--- src/rtl/tx2_stream.sv ---
// Buffered 32-bit stream transmitter: upstream write strobe into a small FIFO,
// one word offered at a time on a valid/ready interface, with debug status.
module tx2_stream #(
  parameter int unsigned DEPTH     = 4,
  parameter int unsigned STALL_MAX = 255
) (
  input  logic        clk,
  input  logic        rst_n,
  input  logic        wr_en,
  input  logic [31:0] wr_data,
  output logic        full,
  output logic        valid,
  output logic [31:0] data,
  input  logic        ready,
  output logic        busy,
  output logic [15:0] sent_cnt,
  output logic        overflow,
  output logic        stall_err,
  input  logic        clr_err
);

  localparam int unsigned AW = $clog2(DEPTH);
  localparam int unsigned SW = $clog2(STALL_MAX + 2);

  localparam logic [AW:0]   DEPTH_C   = (AW + 1)'(DEPTH);
  localparam logic [SW-1:0] STALL_LIM = SW'(STALL_MAX + 1);
  localparam logic [SW-1:0] STALL_ARM = SW'(STALL_MAX);

  localparam logic [0:0] IDLE = 1'b0;
  localparam logic [0:0] SEND = 1'b1;

  logic [31:0]   mem_q [DEPTH];
  logic [0:0]    state_q, state_d;
  logic [31:0]   data_q, data_d;
  logic [AW-1:0] rd_ptr_q, rd_ptr_d;
  logic [AW-1:0] wr_ptr_q, wr_ptr_d;
  logic [AW:0]   count_q, count_d;
  logic          full_q, full_d;
  logic          busy_q, busy_d;
  logic [15:0]   sent_cnt_q, sent_cnt_d;
  logic [SW-1:0] stall_q, stall_d;
  logic          overflow_q, overflow_d;
  logic          stall_err_q, stall_err_d;

  logic fifo_empty, xfer, pop, bypass, push, drop, stalled, stall_evt;

  always_comb begin
    state_d    = state_q;
    data_d     = data_q;
    pop        = 1'b0;
    bypass     = 1'b0;
    fifo_empty = (count_q == '0);
    xfer       = (state_q == SEND) && ready;
    stalled    = (state_q == SEND) && !ready;

    case (state_q)
      IDLE: begin
        if (!fifo_empty) begin
          pop     = 1'b1;
          state_d = SEND;
        end else if (wr_en) begin
          bypass  = 1'b1;
          state_d = SEND;
        end
      end
      SEND: begin
        if (ready) begin
          if (!fifo_empty) begin
            pop = 1'b1;
          end else if (wr_en) begin
            bypass = 1'b1;
          end else begin
            state_d = IDLE;
          end
        end
      end
      default: state_d = IDLE;
    endcase

    if (pop) begin
      data_d = mem_q[rd_ptr_q];
    end
    if (bypass) begin
      data_d = wr_data;
    end

    // Drop decision uses the registered full flag even if a pop frees a slot now
    drop = wr_en && full_q;
    push = wr_en && !full_q && !bypass;

    rd_ptr_d = pop  ? rd_ptr_q + AW'(1) : rd_ptr_q;
    wr_ptr_d = push ? wr_ptr_q + AW'(1) : wr_ptr_q;

    count_d = count_q;
    if (push && !pop) begin
      count_d = count_q + (AW + 1)'(1);
    end else if (pop && !push) begin
      count_d = count_q - (AW + 1)'(1);
    end

    full_d     = (count_d == DEPTH_C);
    busy_d     = (state_d == SEND) || (count_d != '0);
    sent_cnt_d = xfer ? sent_cnt_q + 16'd1 : sent_cnt_q;

    stall_d = '0;
    if (stalled) begin
      stall_d = (stall_q == STALL_LIM) ? stall_q : stall_q + SW'(1);
    end
    // Only the transition into saturation is an event, so clr_err can clear a long stall
    stall_evt = stalled && (stall_q == STALL_ARM);

    overflow_d  = drop || (overflow_q && !clr_err);
    stall_err_d = stall_evt || (stall_err_q && !clr_err);
  end

  always_ff @(posedge clk or negedge rst_n) begin
    if (!rst_n) begin
      state_q     <= IDLE;
      data_q      <= '0;
      rd_ptr_q    <= '0;
      wr_ptr_q    <= '0;
      count_q     <= '0;
      full_q      <= 1'b0;
      busy_q      <= 1'b0;
      sent_cnt_q  <= '0;
      stall_q     <= '0;
      overflow_q  <= 1'b0;
      stall_err_q <= 1'b0;
    end else begin
      state_q     <= state_d;
      data_q      <= data_d;
      rd_ptr_q    <= rd_ptr_d;
      wr_ptr_q    <= wr_ptr_d;
      count_q     <= count_d;
      full_q      <= full_d;
      busy_q      <= busy_d;
      sent_cnt_q  <= sent_cnt_d;
      stall_q     <= stall_d;
      overflow_q  <= overflow_d;
      stall_err_q <= stall_err_d;
    end
  end

  always_ff @(posedge clk) begin
    if (push) begin
      mem_q[wr_ptr_q] <= wr_data;
    end
  end

  assign valid     = (state_q == SEND);
  assign data      = data_q;
  assign full      = full_q;
  assign busy      = busy_q;
  assign sent_cnt  = sent_cnt_q;
  assign overflow  = overflow_q;
  assign stall_err = stall_err_q;

endmodule
--- config.mk ---
export PLATFORM = sky130hd
export DESIGN_NAME = tx2_stream
export DESIGN_NICKNAME = d
export VERILOG_FILES = /design/src/rtl/tx2_stream.sv
export SDC_FILE = /design/constraint.sdc
export NUM_CORES = 1
export LEC_CHECK = 0
export ABC_AREA = 1
export BUFFER_PORTS_ARGS = -buffer_cell sky130_fd_sc_hd__buf_4
export CAP_MARGIN = 20
export CORE_ASPECT_RATIO = 1.1
export CORE_MARGIN = 2
export CORE_UTILIZATION = 25
export DETAILED_ROUTE_END_ITERATION = 8
export PLACE_DENSITY_LB_ADDON = 0.12
export RECOVER_POWER = 100
export SLEW_MARGIN = 15
export SYNTH_ARGS = -nofsm -noshare
export SYNTH_HDL_FRONTEND = slang
export SYNTH_SLANG_ARGS = --single-unit
--- constraint.sdc ---
create_clock -name clk -period 5.1 [get_ports clk]
set_input_delay 0.51 -clock clk [delete_from_list [all_inputs] [get_ports clk]]
set_output_delay 0.51 -clock clk [all_outputs]
set_load 0.005 [all_outputs]
==> flow_summary.toml <==
[run_status]
status = "finished, violations left"
violations_in_the_final_reports = "max-capacitance violations, max-slew violations"

[clocking]
cts.sink_count = 197
clk-insertion-delay-late_ns = 0.44
cts_made_buffers = 17
clk_root_buffer_cell = "clkbuf_16"
cts_resized = 0
cts.path.max_buffers = 2
post_cts_hold_fix_bufs = 0
cts_htree_levels = 4
clkTransAtPathRegs_ns = 0.08
cts_tree = "done"
cts.repair_timing.setup_buffer_count = 0

[placed_design]
detailedPlacementHpwl_um = 12100
globalplace.congestion = 0.704
dpl.cell_count = 1239
io_buffers = 89

[routing]
sum_of_routed_wire_length_over_all_layers_um = 20600
drt_iter0_drc = 319
detail-route-antenna-nets = 0
dr.pass1.iters = 6
drc = 0
via_per_inst = 4.29
wire_per_inst_um = 16.1
routed-via-count = 5481

[floorplan]
core_mm2 = 0.0325
row_count = 69
floorplan.io_pins = 90
start_util_pct = 25.5
dieArea_mm2 = 0.0346
die_width_um = 177
die_y_um = 195

[power]
switching_share_pct = 35.1
vdd_ir_drop_max_mv = 0.233
combPwrFrac_pct = 30.6
power.net_switching_mw = 1.94
fin_total_pwr_mw = 5.52
power_density_mw_per_mm2 = 557
pwr-share-seq_pct = 42.3
clock_share_of_power_pct = 27.1
power.internal_mw = 3.58
static-leakage-power_nw = 3.87

[global_routing]
global_route.overflow_total = 0
grt_first_pass_wirelength_um = 32500
initial_antenna_violation_count = 1
groute.usage.overall_pct = 12.3
pin_count_of_the_biggest_net_entering_global_routing = 66
vias_in_the_first_global_route = 5523

[critical_path]
critical-path-max-stage-delay_ns = 1.09
critPathSlowestCell = "inv_1"
worstSetupStartpoint = "count_q[0]"
critical_path.max_fanout = 33
worst_setup_path_end_kind = "register"
timing.setup.critical_path_class = "register to register"
rrSetupSlack_ns = 1.28
critical_path.cell_chain = "inv_1 -> ha_1 -> nand2_1 -> nor2_8 -> inv_1 -> nand2_2 -> nor2_4 -> buf_16"
worstRegToRegCells = 8
reg2reg_from = "count_q[0]"
cp_data_required_time_ns = 5.25
timing.critical_path.mode_cell = "inv_1"
worst_r2r_endpoint = "mem_q[2][16]"
cp.arrival_ns = 3.97
timing.critical_path.to = "mem_q[2][16]"
setup.worst_path.start_class = "register"

[yosys]
syn_avg_cell_area_um2 = 11.0
synth.lib_cells_used.distinct = 30
syn-cell-area_mm2 = 0.00827
synthesis.nets = 801
yosys_warnings = 0
synth.ff_latch_count = 197
synth_sequential_area_ratio_pct = 67.3
synth_cells = 753

[sta]
relSlewSlack_pct = -120
grt_setup_unrepaired = "no"
setup_tns_ns = 0
worst_pin_slew_ns = 3.30
setup_violations = 0
final_period_minus_worst_setup_slack_ns = 3.82
maxClockFrequency_ghz = 0.262
finalHoldViolCount = 0
final_min_period_over_clock_period_pct = 74.9
final.setup_skew_ns = 0.0150
pins_over_slew_limit = 100

[cells_and_area]
layout.nets = 885
layout.area.seq_mm2 = 0.00557
layout-drive-gt1-share_pct = 12.7
final_cells = 1277
filler_cell_count = 3463
area.growth.synth_to_final_pct = 19.8
multi_input_area_mm2 = 0.00232

[job]
timing.max_cap.violations = 2

[min_path]
worst_hold_path_type = "input pin to register"
## synth_stat cells (all sizes together)
master / instances / area (um2)
nand2: 185 / 734
edfxtp: 128 / 3840
o21ai: 82 / 418
dfrtp: 69 / 1730
nand3: 65 / 330
nor2: 60 / 252
a21oi: 45 / 233
inv: 45 / 169
buf: 29 / 179
ha: 11 / 138
xor2: 11 / 96.3
nor3: 6 / 41.3
xnor2: 6 / 52.6
nand4: 5 / 31.3
clkbuf: 4 / 15.0
nor4: 1 / 6.26
or2: 1 / 6.26
## flip-flops by register name, indices dropped and copies added (netlist names)
name,flops
mem_q,128
data,32
sent_cnt,16
stall_q,9
count_q,3
rd_ptr_q,2
wr_ptr_q,2
busy,1
full,1
overflow,1
stall_err,1
valid,1
## metal layers
layer  vias up  wire length (um)  global-route usage (%)
met4         0               273                    3.34
met2        86              9940                    20.4
met5         -                 0                       0
met3        13               667                    2.62
met1      2658              9690                    16.3
li1       2724                 -                       -
## worst min-delay path by stage
| stage | startpoint | end | cells after the start |
|---|---|---|---|
| after floorplan | rst_n | busy | 0 |
| after global placement | data[21] | data[21] | 2 |
| after detailed placement | data[12] | data[12] | 2 |
| after CTS | rst_n | sent_cnt[6] | 1 |
| after global routing | clr_err | overflow | 2 |
| final | clr_err | overflow | 2 |
## final cells by class
type	count	area share, %
Multi-Input combinational cell	478	23.5
Clock inverter	15	2.34
Antenna cell	1	0.0252
Tap cell	426	5.38
Sequential cell	197	56.2
Inverter	45	1.70
Clock buffer	17	4.29
Timing Repair Buffer	98	6.60
## cell usage in the layout, fill, tap and decap left out, types with 6 or more instances in the layout
master | Yosys | final
a21oi_1 | 43 | 43
buf_4 | 6 | 6
clkbuf_1 | 4 | 41
clkbuf_16 | 0 | 17
clkbuf_4 | 0 | 46
dfrtp_1 | 69 | 68
edfxtp_1 | 128 | 128
ha_1 | 11 | 11
inv_1 | 40 | 41
nand2_1 | 177 | 180
nand3_1 | 64 | 65
nor2_1 | 57 | 55
nor3_1 | 5 | 6
o21ai_0 | 37 | 60
o21ai_1 | 43 | 20
xnor2_1 | 6 | 6
xor2_1 | 11 | 11
## stage by stage
step | area, um2 | worst slack (ns) | hold slack [ns] | utilization [%]
floorplan | 8270 | 2.29 | 0.214 | -
finish | 9910 | 1.28 | 0.281 | 30.5
detailed placement | 9340 | 1.63 | 0.484 | 28.8
global placement | 9340 | 1.71 | 0.478 | 28.8
global route | 9910 | 0.929 | 0.266 | 30.5
CTS | 10000 | 1.75 | 0.0197 | 30.8
## critical path, delay by kind of cell, from the launching register on
kind / cells / cell delay (ns)
DFF: 1 / 0.37
adders and majority gates: 1 / 0.19
and+or+nand+nor: 4 / 1.54
buffers and inverters: 3 / 1.41
## power by group through the flow
stage	sequential (mW)	clock, mW	combinational (mW)
floorplan	2.34	0	1.07
global placement	2.40	0	1.72
detailed placement	2.40	0	1.73
CTS	2.37	1.55	1.73
global route	2.38	1.60	1.95
finish	2.33	1.50	1.69
## cells by family after synthesis
group | share of synthesized area, %
xor+xnor | 1.80
fa+ha+maj | 1.66
compound gates | 7.87
simple gates | 16.9
flops | 67.3
buf+inv | 4.39
Power figures use the tool's default switching activity.
